==> config.mk <==
export PLATFORM = sky130hd
export DESIGN_NAME = stream_demux
export DESIGN_NICKNAME = d
export VERILOG_FILES = /design/src/rtl/stream_pkg.sv /design/src/rtl/demux_slot.sv /design/src/rtl/stream_demux.sv
export SDC_FILE = /design/constraint.sdc
export NUM_CORES = 1
export LEC_CHECK = 0
export CORE_MARGIN = 5
export CORE_UTILIZATION = 45
export DETAILED_ROUTE_END_ITERATION = 7
export MAX_ROUTING_LAYER = met4
export PLACE_DENSITY_LB_ADDON = 0.2
export SYNTH_ARGS = -nofsm -noshare
export SYNTH_HDL_FRONTEND = slang
export SYNTH_HIERARCHICAL = 1
export SYNTH_SLANG_ARGS = --single-unit
==> constraint.sdc <==
create_clock -name clk -period 5.2 [get_ports clk]
set_clock_uncertainty 0.05 [all_clocks]
set_input_delay 1.04 -clock clk [delete_from_list [all_inputs] [get_ports clk]]
set_output_delay 1.04 -clock clk [all_outputs]
set_load 0.1 [all_outputs]
==> src/rtl/stream_pkg.sv <==
// Shared types and helpers for the registered stream demultiplexer.
// Slot state encoding, drop counter width and the select range test.
package stream_pkg;

  localparam int DROP_CNT_W = 8;

  typedef enum logic {
    SLOT_EMPTY = 1'b0,
    SLOT_FULL  = 1'b1
  } slot_state_e;

  function automatic logic sel_in_range(
    input int unsigned sel,
    input int unsigned n
  );
    return sel < n;
  endfunction

endpackage

==> src/rtl/demux_slot.sv <==
// One output channel: a single-entry holding register with its own
// EMPTY/FULL state; data reads back as zero whenever the slot is empty.
module demux_slot
  import stream_pkg::*;
#(
  parameter int DATA_W = 8
) (
  input  logic              clk,
  input  logic              rst_n,
  input  logic              load,
  input  logic [DATA_W-1:0] load_data,
  input  logic              pop,
  output logic              valid,
  output logic [DATA_W-1:0] data
);

  slot_state_e       state_q, state_d;
  logic [DATA_W-1:0] data_q, data_d;

  // Next state: a load wins over a pop, so pop+load passes straight through.
  always_comb begin
    state_d = state_q;
    data_d  = data_q;
    unique case (state_q)
      SLOT_EMPTY: begin
        if (load) begin
          state_d = SLOT_FULL;
          data_d  = load_data;
        end
      end
      SLOT_FULL: begin
        if (load) begin
          data_d = load_data;
        end else if (pop) begin
          state_d = SLOT_EMPTY;
          data_d  = '0;
        end
      end
      default: begin
        state_d = SLOT_EMPTY;
        data_d  = '0;
      end
    endcase
  end

  // Slot registers; reset drops any held beat at once.
  always_ff @(posedge clk or negedge rst_n) begin
    if (!rst_n) begin
      state_q <= SLOT_EMPTY;
      data_q  <= '0;
    end else begin
      state_q <= state_d;
      data_q  <= data_d;
    end
  end

  assign valid = (state_q == SLOT_FULL);
  assign data  = data_q;

endmodule

==> src/rtl/stream_demux.sv <==
// Registered 1-to-NUM_OUT valid/ready demultiplexer with broadcast.
// Out-of-range selects are accepted, dropped, flagged and counted.
module stream_demux
  import stream_pkg::*;
#(
  parameter int DATA_W  = 8,
  parameter int NUM_OUT = 4,
  localparam int SEL_W  = $clog2(NUM_OUT)
) (
  input  logic                      clk,
  input  logic                      rst_n,
  input  logic                      in_valid,
  output logic                      in_ready,
  input  logic [DATA_W-1:0]         in_data,
  input  logic [SEL_W-1:0]          in_sel,
  input  logic                      in_bcast,
  output logic [NUM_OUT-1:0]        out_valid,
  input  logic [NUM_OUT-1:0]        out_ready,
  output logic [NUM_OUT*DATA_W-1:0] out_data,
  output logic                      err_sel,
  output logic [DROP_CNT_W-1:0]     drop_cnt
);

  logic [NUM_OUT-1:0]    drain_ok;
  logic [NUM_OUT-1:0]    sel_hit;
  logic [NUM_OUT-1:0]    load;
  logic [NUM_OUT-1:0]    pop;
  logic                  in_range;
  logic                  accept;
  logic                  drop;
  logic                  err_q, err_d;
  logic [DROP_CNT_W-1:0] drop_cnt_q, drop_cnt_d;

  assign drain_ok = ~out_valid | out_ready;
  assign pop      = out_valid & out_ready;

  // Routing and ready: only the targeted slot(s) gate the producer.
  always_comb begin
    sel_hit  = '0;
    in_range = sel_in_range(32'(in_sel), NUM_OUT);
    for (int k = 0; k < NUM_OUT; k++) begin
      sel_hit[k] = (32'(in_sel) == k);
    end
    if (in_bcast) begin
      in_ready = &drain_ok;
    end else if (in_range) begin
      in_ready = |(drain_ok & sel_hit);
    end else begin
      in_ready = 1'b1;
    end
    accept = in_valid & in_ready;
    drop   = accept & ~in_bcast & ~in_range;
    load   = '0;
    if (accept) begin
      if (in_bcast) begin
        load = '1;
      end else if (in_range) begin
        load = sel_hit;
      end
    end
  end

  // Drop flag and saturating drop counter.
  always_comb begin
    err_d      = drop;
    drop_cnt_d = drop_cnt_q;
    if (drop && (drop_cnt_q != '1)) begin
      drop_cnt_d = drop_cnt_q + DROP_CNT_W'(1);
    end
  end

  // Error bookkeeping registers.
  always_ff @(posedge clk or negedge rst_n) begin
    if (!rst_n) begin
      err_q      <= 1'b0;
      drop_cnt_q <= '0;
    end else begin
      err_q      <= err_d;
      drop_cnt_q <= drop_cnt_d;
    end
  end

  assign err_sel  = err_q;
  assign drop_cnt = drop_cnt_q;

  for (genvar k = 0; k < NUM_OUT; k++) begin : g_slot
    demux_slot #(
      .DATA_W(DATA_W)
    ) u_slot (
      .clk      (clk),
      .rst_n    (rst_n),
      .load     (load[k]),
      .load_data(in_data),
      .pop      (pop[k]),
      .valid    (out_valid[k]),
      .data     (out_data[k*DATA_W +: DATA_W])
    );
  end

endmodule
==> flow_metrics.tcl <==
set metrics [dict create \
    cts_resized 0 \
    wl_met2_um 2150 \
    period_minus_slack_ns 3.83 \
    drt_iter0_markers 64 \
    htreeDepth 2 \
    clock_latency_ns 0.28 \
    criticalPathCategory "in2out" \
    worst_pin_slew_ns 0.979 \
    nets 235 \
    timing.rr.end "g_slot[1].u_slot/data[3]" \
    drive_gt1_share_pct 12.0 \
    hold_viol_final 0 \
    cts_root_buffer "clkbuf_8" \
    numPortBuffers 54 \
    grt_pass1_wl_um 7330 \
    fp.dieH_um 73.2 \
    setup_tns_ns 0 \
    postCtsHoldBufs 0 \
    n_fill_cell 317 \
    cp.arrival_ns 2.74 \
    seq_area_frac_synth_pct 50.1 \
    crit_end "in_ready" \
    synth_flop_cell "dfrtp_1" \
    cts_max_path_buffers 2 \
    die_area_um2 5360 \
    drv_cap 0 \
    initial_utilization_pct 45.6 \
    wl_met1_um 1890 \
    antenna_found_initial 0 \
    synth_top_area_share_pct 50.1 \
    track_usage_pct 18.5 \
    fmax_ghz 0.261 \
    grt_setup_unrepaired "false" \
    hold_path_class "reg2reg" \
    routedWlPerCell_um 16.4 \
    ff2ff_setup_slack_ns 3.19 \
    synth.area.top_cells "dfrtp_1 (50%), a22o_1 (16%), and2b_1 (6.7%)" \
    row_count 23 \
    synth_top_cell_by_area "dfrtp_1" \
    wl_um 4390 \
    slew_headroom_pct 34.5 \
    syn_area_per_cell_um2 11.5 \
    pin_count 64 \
    synth_common_cells "dfrtp_1 (36), a22o_1 (32), and2b_1 (16), nor2b_1 (16), buf_4 (13)" \
    ys_ff_latch 36 \
    start_kind "input pin" \
    yosys_warnings 6 \
    outcome "complete, no violations" \
    avgViaCountPerCell 5.09 \
    syn_area_um2 1800 \
    maxSlewViolCount 0 \
    ant_nets 0 \
    end_kind "output pin" \
    finalCritPeriodShare_pct 73.7 \
    r2r-start "g_slot[0].u_slot/valid" \
    cts_tree "yes" \
    dr_total_vias 1358 \
    die_w_um 73.2 \
    wl_met3_um 218 \
    r2r_cells 6 \
    route.top_layer_used "met4" \
    first_global_vias 1484 \
    synthArstFlopShare_pct 100 \
    diodes 0 \
    synthToLayoutAreaGrowth_pct 38.2 \
    critical_path_required_ns 4.11 \
    yosysUniqueCellTypes 22 \
    syn_inst 156 \
    drcViolationCount 0 \
    overflow 0 \
    first_pass_iters 4 \
    post-cts-setup-buffers 0 \
    synth_edf_count 0 \
    hpwl_um 3260 \
    yosysMostFrequentCell "dfrtp_1" \
    core_um2 3940 \
    finalSetupViolations 0 \
    cts_made_buffers 5 \
    crit_path_start "in_sel[1]" \
    grt_start_max_net_pins 37 \
    cp_max_fo 7 \
    clock_sinks 36 \
    clk_pin_slew_ns 0.07 \
    place_congestion 0.858 \
]
==> area by class of cell <==
class                      instances  area (um^2)  area share [%]
inverter                           7         26.3            1.06
clock buffer                       7         96.3            3.87
tap                               50         62.6            2.52
sequential                        36          901            36.2
multi-input combinational        108          826            33.2
timing repair buffer              59          576            23.1
==> layout by cell type (no fill, tap or decap) <==
cell             instances
o22ai_2                  1
a21oi_1                  7
clkdlybuf4s50_1         53
or2_2                    1
nor2b_1                 16
inv_1                    7
clkbuf_8                 7
and2_1                   4
or2b_1                   1
dfrtp_1                 36
a22o_1                  32
and2b_1                 16
nand2_1                  5
conb_1                   9
nand4_4                  1
or2b_2                   3
o211ai_4                 1
nor4_2                   1
a21o_1                   4
a2111oi_2                4
nand2b_1                 1
nand2b_2                 1
buf_4                    6
==> critical path: stages <==
cell,delay [ns]
clkdlybuf4s50_1,0.58
or2b_1,0.25
a21oi_1,0.49
nor4_2,0.12
buf_4,0.26
==> per-layer routing <==
| layer | vias to the layer above | track usage, % |
|---|---|---|
| met1 | 636 | 22.5 |
| met4 | 0 | 8.20 |
| li1 | 659 | - |
| met3 | 16 | 4.82 |
| met5 | - | - |
| met2 | 47 | 29.0 |
==> how the worst min path moves through the flow <==
stage | start | endpoint | slack, ns | depth (start not counted)
finish | g_slot[3].u_slot/valid | g_slot[3].u_slot/valid | 0.49 | 1
floorplan | rst_n | g_slot[0].u_slot/data[0] | 0.69 | 0
global placement | g_slot[3].u_slot/valid | g_slot[3].u_slot/valid | 0.47 | 1
detailed placement | g_slot[3].u_slot/valid | g_slot[3].u_slot/valid | 0.48 | 1
CTS | g_slot[3].u_slot/valid | g_slot[3].u_slot/valid | 0.50 | 1
global route | g_slot[3].u_slot/valid | g_slot[3].u_slot/valid | 0.51 | 1
==> sequential cells by signal (all words and copies together), names as in the netlist <==
signal	count
g_slot.u_slot/data	32
g_slot.u_slot/valid	4
==> through the flow <==
stage          hold slack (ns)  setup WS [ns]  cells  cell area (um^2)  util, %
6_report                 0.495           1.37    267              2490     63.1
5_1_grt                  0.515           1.26    267              2490     63.1
4_1_cts                  0.498           1.36    267              2490     63.1
3_5_place_dp             0.482           1.37    260              2390     60.6
3_3_place_gp             0.466           1.46    260              2390     60.6
2_1_floorplan            0.694           1.03    164              1840        -
==> logic make-up after synthesis <==
| kind of cell | after synthesis | share of synthesized area (%) |
|---|---|---|
| AO/OA/AOI/OAI | 49 | 23.6 |
| other | 1 | 0.208 |
| flip-flops | 36 | 50.1 |
| buffers and inverters | 20 | 6.88 |
| AND/OR/NAND/NOR | 50 | 19.3 |
Power is left out: the tool's default activity adds up to more than one toggle a clock period on the data nets, which glitch-free logic cannot reach.
==> edit (same flow settings) <==
`DATA_W` is set to 8 in 2 places; all go to 9.
--- a/src/rtl/demux_slot.sv
+++ b/src/rtl/demux_slot.sv
@@ -3,7 +3,7 @@
 module demux_slot
   import stream_pkg::*;
 #(
-  parameter int DATA_W = 8
+  parameter int DATA_W = 9
 ) (
   input  logic              clk,
   input  logic              rst_n,
--- a/src/rtl/stream_demux.sv
+++ b/src/rtl/stream_demux.sv
@@ -3,7 +3,7 @@
 module stream_demux
   import stream_pkg::*;
 #(
-  parameter int DATA_W  = 8,
+  parameter int DATA_W  = 9,
   parameter int NUM_OUT = 4,
   localparam int SEL_W  = $clog2(NUM_OUT)
 ) (
Interface: changed (resized in_data and out_data); port bits go from 64 to 69. The function was not compared with the original's and may differ.
==> edit against the unedited design <==
Wire length grew 5.1%. Highest routed layer unchanged. Critical path depth stayed put. Largest cell class unchanged. Setup slack worse by 0.010 ns. Core utilization is 1.3 points lower. Via count up 9.3%. Global-route usage shrank 2.2 points. Die area increased by 10%. Design area up 8.2%. Critical path type unchanged. Synthesized area grew 12%. Sequential cell count is 4 higher. Sequential share of layout area is 0.96 points higher.
Power is not shown: default switching activity piles up to over one toggle a cycle in this logic, so the estimate is an artifact.
==> edit: results <==
metrics = {
    "yosys": {
        "synth_cell_type_count": 23,
        "ys_async_sr_fraction_pct": 100,
        "yosysWarnings": 6,
        "ys_seq_area_share_pct": 49.7,
        "yosys-top-cells-count": "40 x dfrtp_1, 36 x a22o_1, 36 x nor2b_1",
        "synth_area_leaders": "dfrtp_1 50%, a22o_1 16%, nor2b_1 11%",
    },
    "critical_path": {
        "rr_worst_depth": 6,
        "crit_path_max_fanout": 7,
        "cp-endpoint": "in_ready",
        "r2r-end": "g_slot[0].u_slot/data[6]$_DFFE_PN0P_",
        "worstReg2RegStart": "g_slot[3].u_slot/valid$_DFF_PN0_",
        "worstSetupStartpoint": "in_sel[1]",
        "r2r_slack_ns": 3.28,
    },
    "hold_path": {
        "min_to": "g_slot[0].u_slot/valid$_DFF_PN0_",
        "min_path_cells": 1,
        "worstHoldStart": "g_slot[0].u_slot/valid$_DFF_PN0_",
        "worstHoldPathType": "reg -> reg",
    },
    "drt": {
        "drc_errors": 0,
        "wirelength_um": 4610,
        "drt_iter0_markers": 96,
        "vias": 1484,
        "dr.pass1.iters": 4,
    },
    "cts": {
        "ctsResizeCount": 0,
        "clkLatencyLatePin_ns": 0.29,
        "numCtsBuffers": 5,
        "postCtsHoldBufs": 0,
        "cts_root_buf": "clkbuf_8",
        "post-cts-setup-buffer-count": 0,
        "ctsHtreeMaxLevel": 2,
        "path_clk_slew_ns": 0.07,
        "ctsLongestPathBuffers": 2,
    },
    "global_route": {
        "grt_usage_pct": 16.3,
        "antenna_found_initial": 0,
        "grt_pass1_wl_um": 7560,
        "grt_max_degree": 41,
    },
    "outcome": {
        "status": "completed",
    },
    "layout": {
        "final_nets": 252,
        "drive_above_1_share_pct": 11.5,
        "largest_register_ffs": 36,
        "fill_cells": 368,
        "num_antenna_cells": 0,
    },
    "placement": {
        "gp_congestion": 0.769,
        "dpl.hpwl_um": 3300,
        "io_buffers": 59,
    },
    "sta": {
        "slew_headroom_pct": 33.5,
    },
}
## edit: changes by cell type in the layout (fill, tap and decap cells not counted), sizes merged
cell / change
and2b: -16
clkbuf: -1
clkinv: +1
nor2b: +20
clkdlybuf4s50: +4
a22o: +4
bufinv: +1
dfrtp: +4
## edit: cell families (layout without fill, tap and decap cells)
| family | count (synthesis) | after routing | share of synthesized area, % |
|---|---|---|---|
| AND/OR/NAND/NOR | 54 | 54 | 17.5 |
| AO/OA/AOI/OAI | 53 | 53 | 22.8 |
| flip-flops | 40 | 40 | 49.7 |
| buffers and inverters | 24 | 78 | 9.88 |
| other | 1 | 9 | 0.186 |
## edit: worst max-delay path, stage by stage
cell and delay (ns):
clkdlybuf4s50_1 0.57, or2b_1 0.24, a21oi_1 0.52, nor4_2 0.11, buf_4 0.26
## edit: stage by stage
| step | hold WS [ns] | cells | area (um2) | setup slack [ns] |
|---|---|---|---|---|
| floorplan | 0.694 | 180 | 2050 | 1.03 |
| global placement | 0.476 | 278 | 2570 | 1.41 |
| detailed placement | 0.481 | 278 | 2570 | 1.37 |
| finish | 0.496 | 286 | 2690 | 1.36 |
| global route | 0.533 | 286 | 2690 | 1.29 |
| CTS | 0.503 | 286 | 2690 | 1.37 |
## edit: cell type report
| type | count | share of cell area, % |
|---|---|---|
| clock inverters | 2 | 1.44 |
| multi-input cells | 116 | 32.2 |
| inverters | 7 | 0.976 |
| well taps | 52 | 2.42 |
| repair buffers | 63 | 22.8 |
| flip-flops and latches | 40 | 37.2 |
| clock buffers | 6 | 3.07 |
## edit: per-layer routing
layer  part of all wire [%]  global-route usage [%]  vias up  wire length [um]
li1                       -                       -      712                 -
met1                     50                    24.0      723              2330
met2                     44                    22.4       42              2020
met3                    5.0                    3.98        7               230
met4                   0.89                    4.20        0                41
met5                      0                       -        -                 0
